<file path="config.mk">
export PLATFORM = sky130hd
export DESIGN_NAME = sparc_exu_alu_sched
export DESIGN_NICKNAME = d
export VERILOG_FILES = /design/src/rtl/sparc_exu_alu_sched.sv
export SDC_FILE = /design/constraint.sdc
export NUM_CORES = 1
export LEC_CHECK = 0
export CAP_MARGIN = 10
export CORE_MARGIN = 3
export CORE_UTILIZATION = 39
export CTS_BUF_LIST = sky130_fd_sc_hd__clkbuf_8 sky130_fd_sc_hd__clkbuf_16
export DETAILED_ROUTE_END_ITERATION = 16
export HOLD_SLACK_MARGIN = 0.06
export PLACE_DENSITY = 0.84
export SYNTH_ARGS = -nofsm -noshare
export SYNTH_HDL_FRONTEND = slang
export SYNTH_SLANG_ARGS = --single-unit
</file>
<file path="constraint.sdc">
create_clock -name rclk -period 7.1 [get_ports rclk]
set_input_delay 2.13 -clock rclk [delete_from_list [all_inputs] [get_ports rclk]]
set_output_delay 2.13 -clock rclk [all_outputs]
set_load 0.005 [all_outputs]
</file>
<file path="src/rtl/sparc_exu_alu_sched.sv">
// Round-robin scheduler that shares one SPARC EXU ALU between NREQ requesters,
// decodes the winner's opcode into ALU mux controls and registers the result.
module sparc_exu_alu_sched #(
  parameter int NREQ = 4,
  parameter int OPW  = 4
) (
  input  logic                 rclk,
  input  logic                 reset,
  input  logic [NREQ-1:0]      req_vld,
  input  logic [NREQ*OPW-1:0]  req_op,
  output logic [NREQ-1:0]      req_ack,
  input  logic [63:0]          alu_result_e,
  output logic                 ecl_alu_out_sel_sum_e_l,
  output logic                 ecl_alu_out_sel_rs3_e_l,
  output logic                 ecl_alu_out_sel_shift_e_l,
  output logic                 ecl_alu_out_sel_logic_e_l,
  output logic                 ecl_alu_log_sel_and_e,
  output logic                 ecl_alu_log_sel_or_e,
  output logic                 ecl_alu_log_sel_xor_e,
  output logic                 ecl_alu_log_sel_move_e,
  output logic                 ecl_alu_cin_e,
  output logic                 ifu_exu_invert_d,
  output logic                 ecl_alu_sethi_inst_e,
  output logic                 ifu_lsu_casa_e,
  output logic                 res_vld,
  input  logic                 res_rdy,
  output logic [1:0]           res_id,
  output logic [63:0]          res_data,
  output logic                 res_err
);

  localparam int IDW = 2;

  localparam logic [OPW-1:0] OP_ADD   = OPW'(0);
  localparam logic [OPW-1:0] OP_SUB   = OPW'(1);
  localparam logic [OPW-1:0] OP_AND   = OPW'(2);
  localparam logic [OPW-1:0] OP_OR    = OPW'(3);
  localparam logic [OPW-1:0] OP_XOR   = OPW'(4);
  localparam logic [OPW-1:0] OP_ANDN  = OPW'(5);
  localparam logic [OPW-1:0] OP_ORN   = OPW'(6);
  localparam logic [OPW-1:0] OP_XNOR  = OPW'(7);
  localparam logic [OPW-1:0] OP_MOV   = OPW'(8);
  localparam logic [OPW-1:0] OP_SETHI = OPW'(9);
  localparam logic [OPW-1:0] OP_SHIFT = OPW'(10);
  localparam logic [OPW-1:0] OP_RS3   = OPW'(11);
  localparam logic [OPW-1:0] OP_CASA  = OPW'(12);

  typedef enum logic {S_EMPTY, S_FULL} st_e;

  st_e              st_q;
  logic [IDW-1:0]   ptr_q;
  logic [IDW-1:0]   res_id_q;
  logic [63:0]      res_data_q;
  logic             res_err_q;

  logic             hold;
  logic             gnt_any;
  logic [IDW-1:0]   gnt_idx;
  logic [IDW-1:0]   scan_idx;
  logic [OPW-1:0]   gnt_op;
  logic             illegal;

  // A full result that the consumer has not taken blocks new grants.
  assign hold = (st_q == S_FULL) && !res_rdy;

  always_comb begin
    gnt_any  = 1'b0;
    gnt_idx  = '0;
    scan_idx = '0;
    for (int k = 0; k < NREQ; k++) begin
      scan_idx = ptr_q + IDW'(k);
      if (!gnt_any && req_vld[scan_idx]) begin
        gnt_any = 1'b1;
        gnt_idx = scan_idx;
      end
    end
    if (reset || hold) gnt_any = 1'b0;
  end

  always_comb begin
    req_ack = '0;
    if (gnt_any) req_ack[gnt_idx] = 1'b1;
  end

  assign gnt_op = req_op[gnt_idx*OPW +: OPW];

  always_comb begin
    ecl_alu_out_sel_sum_e_l   = 1'b1;
    ecl_alu_out_sel_rs3_e_l   = 1'b1;
    ecl_alu_out_sel_shift_e_l = 1'b1;
    ecl_alu_out_sel_logic_e_l = 1'b1;
    ecl_alu_log_sel_and_e     = 1'b0;
    ecl_alu_log_sel_or_e      = 1'b0;
    ecl_alu_log_sel_xor_e     = 1'b0;
    ecl_alu_log_sel_move_e    = 1'b0;
    ecl_alu_cin_e             = 1'b0;
    ifu_exu_invert_d          = 1'b0;
    ecl_alu_sethi_inst_e      = 1'b0;
    ifu_lsu_casa_e            = 1'b0;
    illegal                   = 1'b0;
    if (gnt_any) begin
      case (gnt_op)
        OP_ADD:   ecl_alu_out_sel_sum_e_l = 1'b0;
        OP_SUB: begin
          ecl_alu_out_sel_sum_e_l = 1'b0;
          ecl_alu_cin_e           = 1'b1;
          ifu_exu_invert_d        = 1'b1;
        end
        OP_AND: begin
          ecl_alu_out_sel_logic_e_l = 1'b0;
          ecl_alu_log_sel_and_e     = 1'b1;
        end
        OP_OR: begin
          ecl_alu_out_sel_logic_e_l = 1'b0;
          ecl_alu_log_sel_or_e      = 1'b1;
        end
        OP_XOR: begin
          ecl_alu_out_sel_logic_e_l = 1'b0;
          ecl_alu_log_sel_xor_e     = 1'b1;
        end
        OP_ANDN: begin
          ecl_alu_out_sel_logic_e_l = 1'b0;
          ecl_alu_log_sel_and_e     = 1'b1;
          ifu_exu_invert_d          = 1'b1;
        end
        OP_ORN: begin
          ecl_alu_out_sel_logic_e_l = 1'b0;
          ecl_alu_log_sel_or_e      = 1'b1;
          ifu_exu_invert_d          = 1'b1;
        end
        OP_XNOR: begin
          ecl_alu_out_sel_logic_e_l = 1'b0;
          ecl_alu_log_sel_xor_e     = 1'b1;
          ifu_exu_invert_d          = 1'b1;
        end
        OP_MOV: begin
          ecl_alu_out_sel_logic_e_l = 1'b0;
          ecl_alu_log_sel_move_e    = 1'b1;
        end
        OP_SETHI: begin
          ecl_alu_out_sel_logic_e_l = 1'b0;
          ecl_alu_log_sel_move_e    = 1'b1;
          ecl_alu_sethi_inst_e      = 1'b1;
        end
        OP_SHIFT: ecl_alu_out_sel_shift_e_l = 1'b0;
        OP_RS3:   ecl_alu_out_sel_rs3_e_l   = 1'b0;
        OP_CASA: begin
          ecl_alu_out_sel_sum_e_l = 1'b0;
          ifu_lsu_casa_e          = 1'b1;
        end
        default:  illegal = 1'b1;
      endcase
    end
  end

  // Result stage: a grant always (re)loads, otherwise an accepted result drains.
  always_ff @(posedge rclk) begin
    if (reset) begin
      st_q       <= S_EMPTY;
      ptr_q      <= '0;
      res_id_q   <= '0;
      res_data_q <= '0;
      res_err_q  <= 1'b0;
    end else begin
      case (st_q)
        S_EMPTY: if (gnt_any) st_q <= S_FULL;
        S_FULL:  if (!gnt_any && res_rdy) st_q <= S_EMPTY;
        default: st_q <= S_EMPTY;
      endcase
      if (gnt_any) begin
        ptr_q      <= gnt_idx + IDW'(1);
        res_id_q   <= gnt_idx;
        res_data_q <= illegal ? 64'd0 : alu_result_e;
        res_err_q  <= illegal;
      end
    end
  end

  assign res_vld  = (st_q == S_FULL);
  assign res_id   = res_id_q;
  assign res_data = res_data_q;
  assign res_err  = res_err_q;

endmodule
</file>
==> impl_metrics.ini, run 1 <==
[run_status]
status = finished clean

[setup_path]
crit_start = req_vld[0]
crit_type = in -> out
arrival_ns = 4.87
crit_required_ns = 4.97
slowest_stage = clkdlybuf4s50_1
critPathMaxFanout = 8
slowest_delay_ns = 0.55
path_common_cell = clkdlybuf4s50_1
path_cells = clkdlybuf4s50_1, nand2_2, a221o_1, nand2_4, inv_4, mux2i_2, mux2_2, nor3_1, nor2b_1, clkdlybuf4s50_1
worstSetupEndpointType = output pin
worstReg2RegStart = ptr_q[1]$_SDFFE_PP0P_
startpoint_type = input pin

[detailed_routing]
drt_iter0_drc = 85
wl_mm = 8.42
met3WireLength_microns = 769
ant_nets = 0
met1_length_mm = 3.60
top_layer = met4
met2_length_mm = 3.94
drc = 0
drtPass1Iterations = 4
vias = 2655
routed_via_density = 5.14
wl_per_cell_microns = 16.3

[timing]
max_slew.worst_pin.slew_ns = 0.885
min_period_ns = 7.00
slew_violations = 0
finClkSkew_ns = 0.00810
hold_viol = 0
fin_crit_sh = 0.985
layout_setup_ws_ns = 0.104
finalSetupViolations = 0
max_clock_freq_mhz = 143
max_slew_margin = 0.409

[synth]
ys_types = 45
syn-num-nets = 333
synth.yosys.seq_area_share = 0.512
synth_top_flop_cell = dfxtp_1
synth-edff-count = 0
syn_area_sq_mm = 0.00274
async_flop_share = 0
synth.ff_latch_count = 70
synth_cells = 242
ys.warnings.count = 0
syn_avg_cell_area_sq_um = 11.3

[cells_and_area]
n_antenna_cell = 0
final_cell_mix = 170 x clkdlybuf4s50_1, 70 x dfxtp_1, 60 x a22o_1
multi_input_area_sq_mm = 0.00122
area.growth.synth_to_final_pct = 75.6
num-nets-final = 510
fillers = 491
mostFrequentLayoutCell = clkdlybuf4s50_1
seq_area_sq_mm = 0.00140
drive_above_1_share = 0.127
postLayoutCoreUtil = 0.732

[placed_design]
place_worst_setup_slack_ns = 0.0741
numPortBuffers = 170
gp_congestion = 0.878
post-dp-hpwl_mm = 6.15

[power_and_ir_drop]
vdd_drop_max_mv = 0.143
p_leak_nw = 1.89
p_clk_frac = 0.298
switching_share = 0.268
switchingPower_uw = 349
seq_power_share = 0.374
p_int_uw = 953
power-per-cell-area_mw_per_mm2 = 271
p_comb_frac = 0.328

[grt]
antenna_found_initial = 0
grt_pass1_vias = 2559
grt_max_degree = 41
track_usage = 0.200
grt_pass1_wl_mm = 13.1
overflow = 0

[worst_hold_path]
min_path_type = reg -> reg
hold_start = res_err$_SDFFE_PP0P_

[floorplan]
fp.dieW_microns = 89.8
rows = 29
die_height_microns = 89.8
top_level_ports = 171
die-area_sq_mm = 0.00806
coreArea_sq_mm = 0.00657
initial_core_util = 0.417

[flow_run]
drv_cap = 0

[clock_network]
cts_root_buf = clkbuf_8
clock_sinks = 70
cts.htree.levels = 3
clk_latency_ns = 0.33
cts_tree = done
cts_buffer_depth = 2
path_clk_slew_ns = 0.07
cts_made_buffers = 9
## metrics by stage
stage          setup TNS (ns)  instance area, sq um  total power [mW]  hold WS (ns)  instances
3_3_place_gp                0                  4500             0.893         0.442        496
2_1_floorplan               0                  2740             0.687         0.453        242
4_1_cts                     0                  4750              1.29         0.454        512
6_report                    0                  4810              1.30         0.451        517
3_5_place_dp                0                  4500             0.901         0.446        496
5_1_grt               -0.0849                  4810              1.36         0.479        517
## layer usage
layer	vias up	global-route usage
met5	-	0
met4	0	0.0600
met3	13	0.0843
met2	140	0.323
met1	1237	0.243
li1	1265	-
## final timing paths
path | end | slack, ns | depth (start not counted)
max | ifu_lsu_casa_e | 0.10 | 10
min | res_err$_SDFFE_PP0P_ | 0.45 | 2
max reg2reg | res_data[27]$_SDFFE_PP0P_ | 3.94 | 10
min reg2reg | res_err$_SDFFE_PP0P_ | 0.45 | 2
## logic make-up (layout without fill, tap and decap cells)
group,count (synthesis),in the layout,share of synthesized area
compound gates,86,86,0.270
xor+xnor,1,1,0.00320
fa+ha+maj,4,4,0.0183
buf+inv,21,203,0.0512
flops,70,70,0.512
mux,9,9,0.0411
simple gates,51,51,0.105
## area by class of cell
class / instances / share of cell area
Sequential cell: 70 / 0.291
Timing Repair Buffer: 183 / 0.374
Multi-Input combinational cell: 151 / 0.254
Tap cell: 93 / 0.0242
Inverter: 4 / 0.00416
Clock inverter: 6 / 0.0229
Clock buffer: 10 / 0.0286
## critical path, delay by kind of cell
| kind | cells | cell delay, ns |
|---|---|---|
| AOI/OAI and AO/OA | 1 | 0.41 |
| buffers and inverters | 3 | 1.15 |
| muxes | 2 | 0.48 |
| and+or+nand+nor | 4 | 0.69 |
## power by group through the flow
stage	clock [mW]	combinational [mW]	sequential, mW
2_1_floorplan	0	0.191	0.497
3_3_place_gp	0	0.400	0.492
3_5_place_dp	0	0.408	0.494
4_1_cts	0.395	0.411	0.486
5_1_grt	0.412	0.457	0.493
6_report	0.388	0.428	0.486
## registers in the layout, indices dropped and copies added, names as in the netlist
name	count
res_data	64
ptr_q	2
res_id	2
res_err	1
res_vld	1
## timing repair
action | 4_1_cts | 5_1_grt
hold buffers | 0 | 0
setup endpoints to repair | 0 | 6
buffers inserted | 0 | 5
gates resized for setup | 0 | 5
## synth_stat cells (2+ instances only)
library cell  count  share of area
nand3_1           4         0.0073
o21ai_0           5         0.0091
buf_6             6          0.025
or3_1             3         0.0069
mux2i_2           2          0.010
and2_1            4         0.0091
a211oi_2          3          0.014
mux2i_1           4          0.015
nor2b_1           5          0.011
nor3_1            4         0.0073
inv_1             2         0.0027
nand3b_1          2         0.0055
dfxtp_1          70           0.51
inv_4             2         0.0046
clkbuf_1          4         0.0055
a22o_2            4          0.015
a21oi_1           6          0.011
a22o_1           60           0.19
and3_1            3         0.0069
nor4_1            2         0.0046
nand2_1           9          0.012
ha_1              4          0.018
or2b_1            2         0.0055
mux2_2            2         0.0082
buf_2             6          0.011
nor2_1            5         0.0069
Note: power is estimated with default switching activity, not from simulation.
==> run 2, diff against run 1 <==
--- a/config.mk
+++ b/config.mk
@@ -12,6 +12,9 @@
 export DETAILED_ROUTE_END_ITERATION = 16
 export HOLD_SLACK_MARGIN = 0.06
 export PLACE_DENSITY = 0.84
+export SETUP_SLACK_MARGIN = 0.5
+export SKIP_CTS_REPAIR_TIMING = 1
+export SLEW_MARGIN = 30
 export SYNTH_ARGS = -nofsm -noshare
 export SYNTH_HDL_FRONTEND = slang
 export SYNTH_SLANG_ARGS = --single-unit
==> impl_metrics.ini, run 2 (synthesis results as in run 1) <==
[timing]
finalSetupViolations = 0
layout_setup_ws_ns = 0.470
max_slew.worst_pin.slew_ns = 0.883
max_slew_margin = 0.410
rsz0062_at_grt = true
min_period_ns = 6.63
max_clock_freq_mhz = 151
hold_viol = 0
fin_crit_sh = 0.934
slew_violations = 0
finClkSkew_ns = 0.00616
setup_tns_ns = 0

[setup_path]
critPathMaxFanout = 7
crit_required_ns = 4.97
crit_type = in -> out
worstSetupEndpointType = output pin
arrival_ns = 4.50
startpoint_type = input pin

[worst_hold_path]
min_path_type = reg -> reg

[floorplan]
coreArea_sq_mm = 0.00657
rows = 29
fp.dieW_microns = 89.8
die-area_sq_mm = 0.00806
initial_core_util = 0.417
die_height_microns = 89.8
top_level_ports = 171

[grt]
grt_pass1_wl_mm = 13.1
grt_max_degree = 41
antenna_found_initial = 0
grt_pass1_vias = 2559
overflow = 0
track_usage = 0.200

[clock_network]
cts_root_buf = clkbuf_8
clk_latency_ns = 0.33
cts.htree.levels = 3
cts_buffer_depth = 2
clock_sinks = 70
cts_made_buffers = 9
path_clk_slew_ns = 0.07
cts_tree = done

[run_status]
status = finished clean

[detailed_routing]
routed_via_density = 5.17
ant_nets = 0
drt_iter0_drc = 97
drc = 0
wl_per_cell_microns = 16.6
vias = 2691
drtPass1Iterations = 4
wl_mm = 8.65

[placed_design]
place_worst_setup_slack_ns = 0.0741
post-dp-hpwl_mm = 6.15
numPortBuffers = 170
place_area_sq_mm = 0.00450
gp_congestion = 0.878

[cells_and_area]
drive_above_1_share = 0.150
mostFrequentLayoutCell = clkdlybuf4s50_1
final_cell_mix = 163 x clkdlybuf4s50_1, 70 x dfxtp_1, 60 x a22o_1
stdcell_area_sq_mm = 0.00492
largest_reg_flops = 64
n_antenna_cell = 0
num-nets-final = 514
area.growth.synth_to_final_pct = 79.6

[power_and_ir_drop]
power-per-cell-area_mw_per_mm2 = 271
vdd_drop_max_mv = 0.142
p_leak_nw = 2.00

[flow_run]
drv_cap = 0
-- run 2: cell count changes in the layout (fill, tap and decap cells not counted), sizes merged --
cell / before / now
dlymetal6s2s: 0 / 6
clkbuf: 10 / 11
buf: 13 / 17
clkdlybuf4s50: 170 / 163
-- run 2: where the power goes --
part	internal, mW	total (mW)	switching [mW]
clock	0.242	0.386	0.144
sequential	0.453	0.487	0.0337
combinational	0.276	0.458	0.182
-- run 2: layout make-up --
class / count / area (sq um)
timing repair buffer: 187 / 1860
multi-input combinational: 151 / 1280
inverter: 4 / 20.0
tap: 93 / 116
clock buffer: 10 / 138
fill: 471 / 1650
clock inverter: 6 / 110
sequential: 70 / 1400
-- run 2: final timing paths --
kind                                                  end  cells past startpoint  slack (ns)             startpoint
worst min register to register       res_err$_SDFFE_PP0P_                      2        0.45   res_err$_SDFFE_PP0P_
worst max-delay path            ecl_alu_out_sel_shift_e_l                     10        0.47             req_vld[2]
worst min-delay path                 res_err$_SDFFE_PP0P_                      2        0.45   res_err$_SDFFE_PP0P_
worst max register to register  res_data[27]$_SDFFE_PP0P_                      9        3.89  ptr_q[1]$_SDFFE_PP0P_
-- run 2: through the flow --
step | hold slack, ns | power (mW) | utilization | instances
after floorplan | 0.453 | 0.687 | - | 242
after global placement | 0.442 | 0.893 | 0.686 | 496
after detailed placement | 0.446 | 0.901 | 0.686 | 496
after CTS | 0.454 | 1.29 | 0.724 | 512
after global routing | 0.479 | 1.39 | 0.749 | 521
final | 0.452 | 1.33 | 0.749 | 521
-- run 2: critical path: stages --
cell and delay, ns:
dlymetal6s2s_1 0.17, nor2b_1 0.15, a221o_1 0.37, nand2_4 0.15
buf_12 0.11, a211oi_2 0.08, or2_4 0.29, nor4_2 0.35
o21ai_0 0.20, clkdlybuf4s50_1 0.49
-- run 2: layer usage --
layer,routed length [microns],vias up,share of wire,GRT usage
met3,766,12,0.089,0.0843
met5,0,-,0,0
met2,4130,138,0.48,0.323
li1,-,1272,-,-
met1,3640,1269,0.42,0.243
met4,120,0,0.014,0.0600
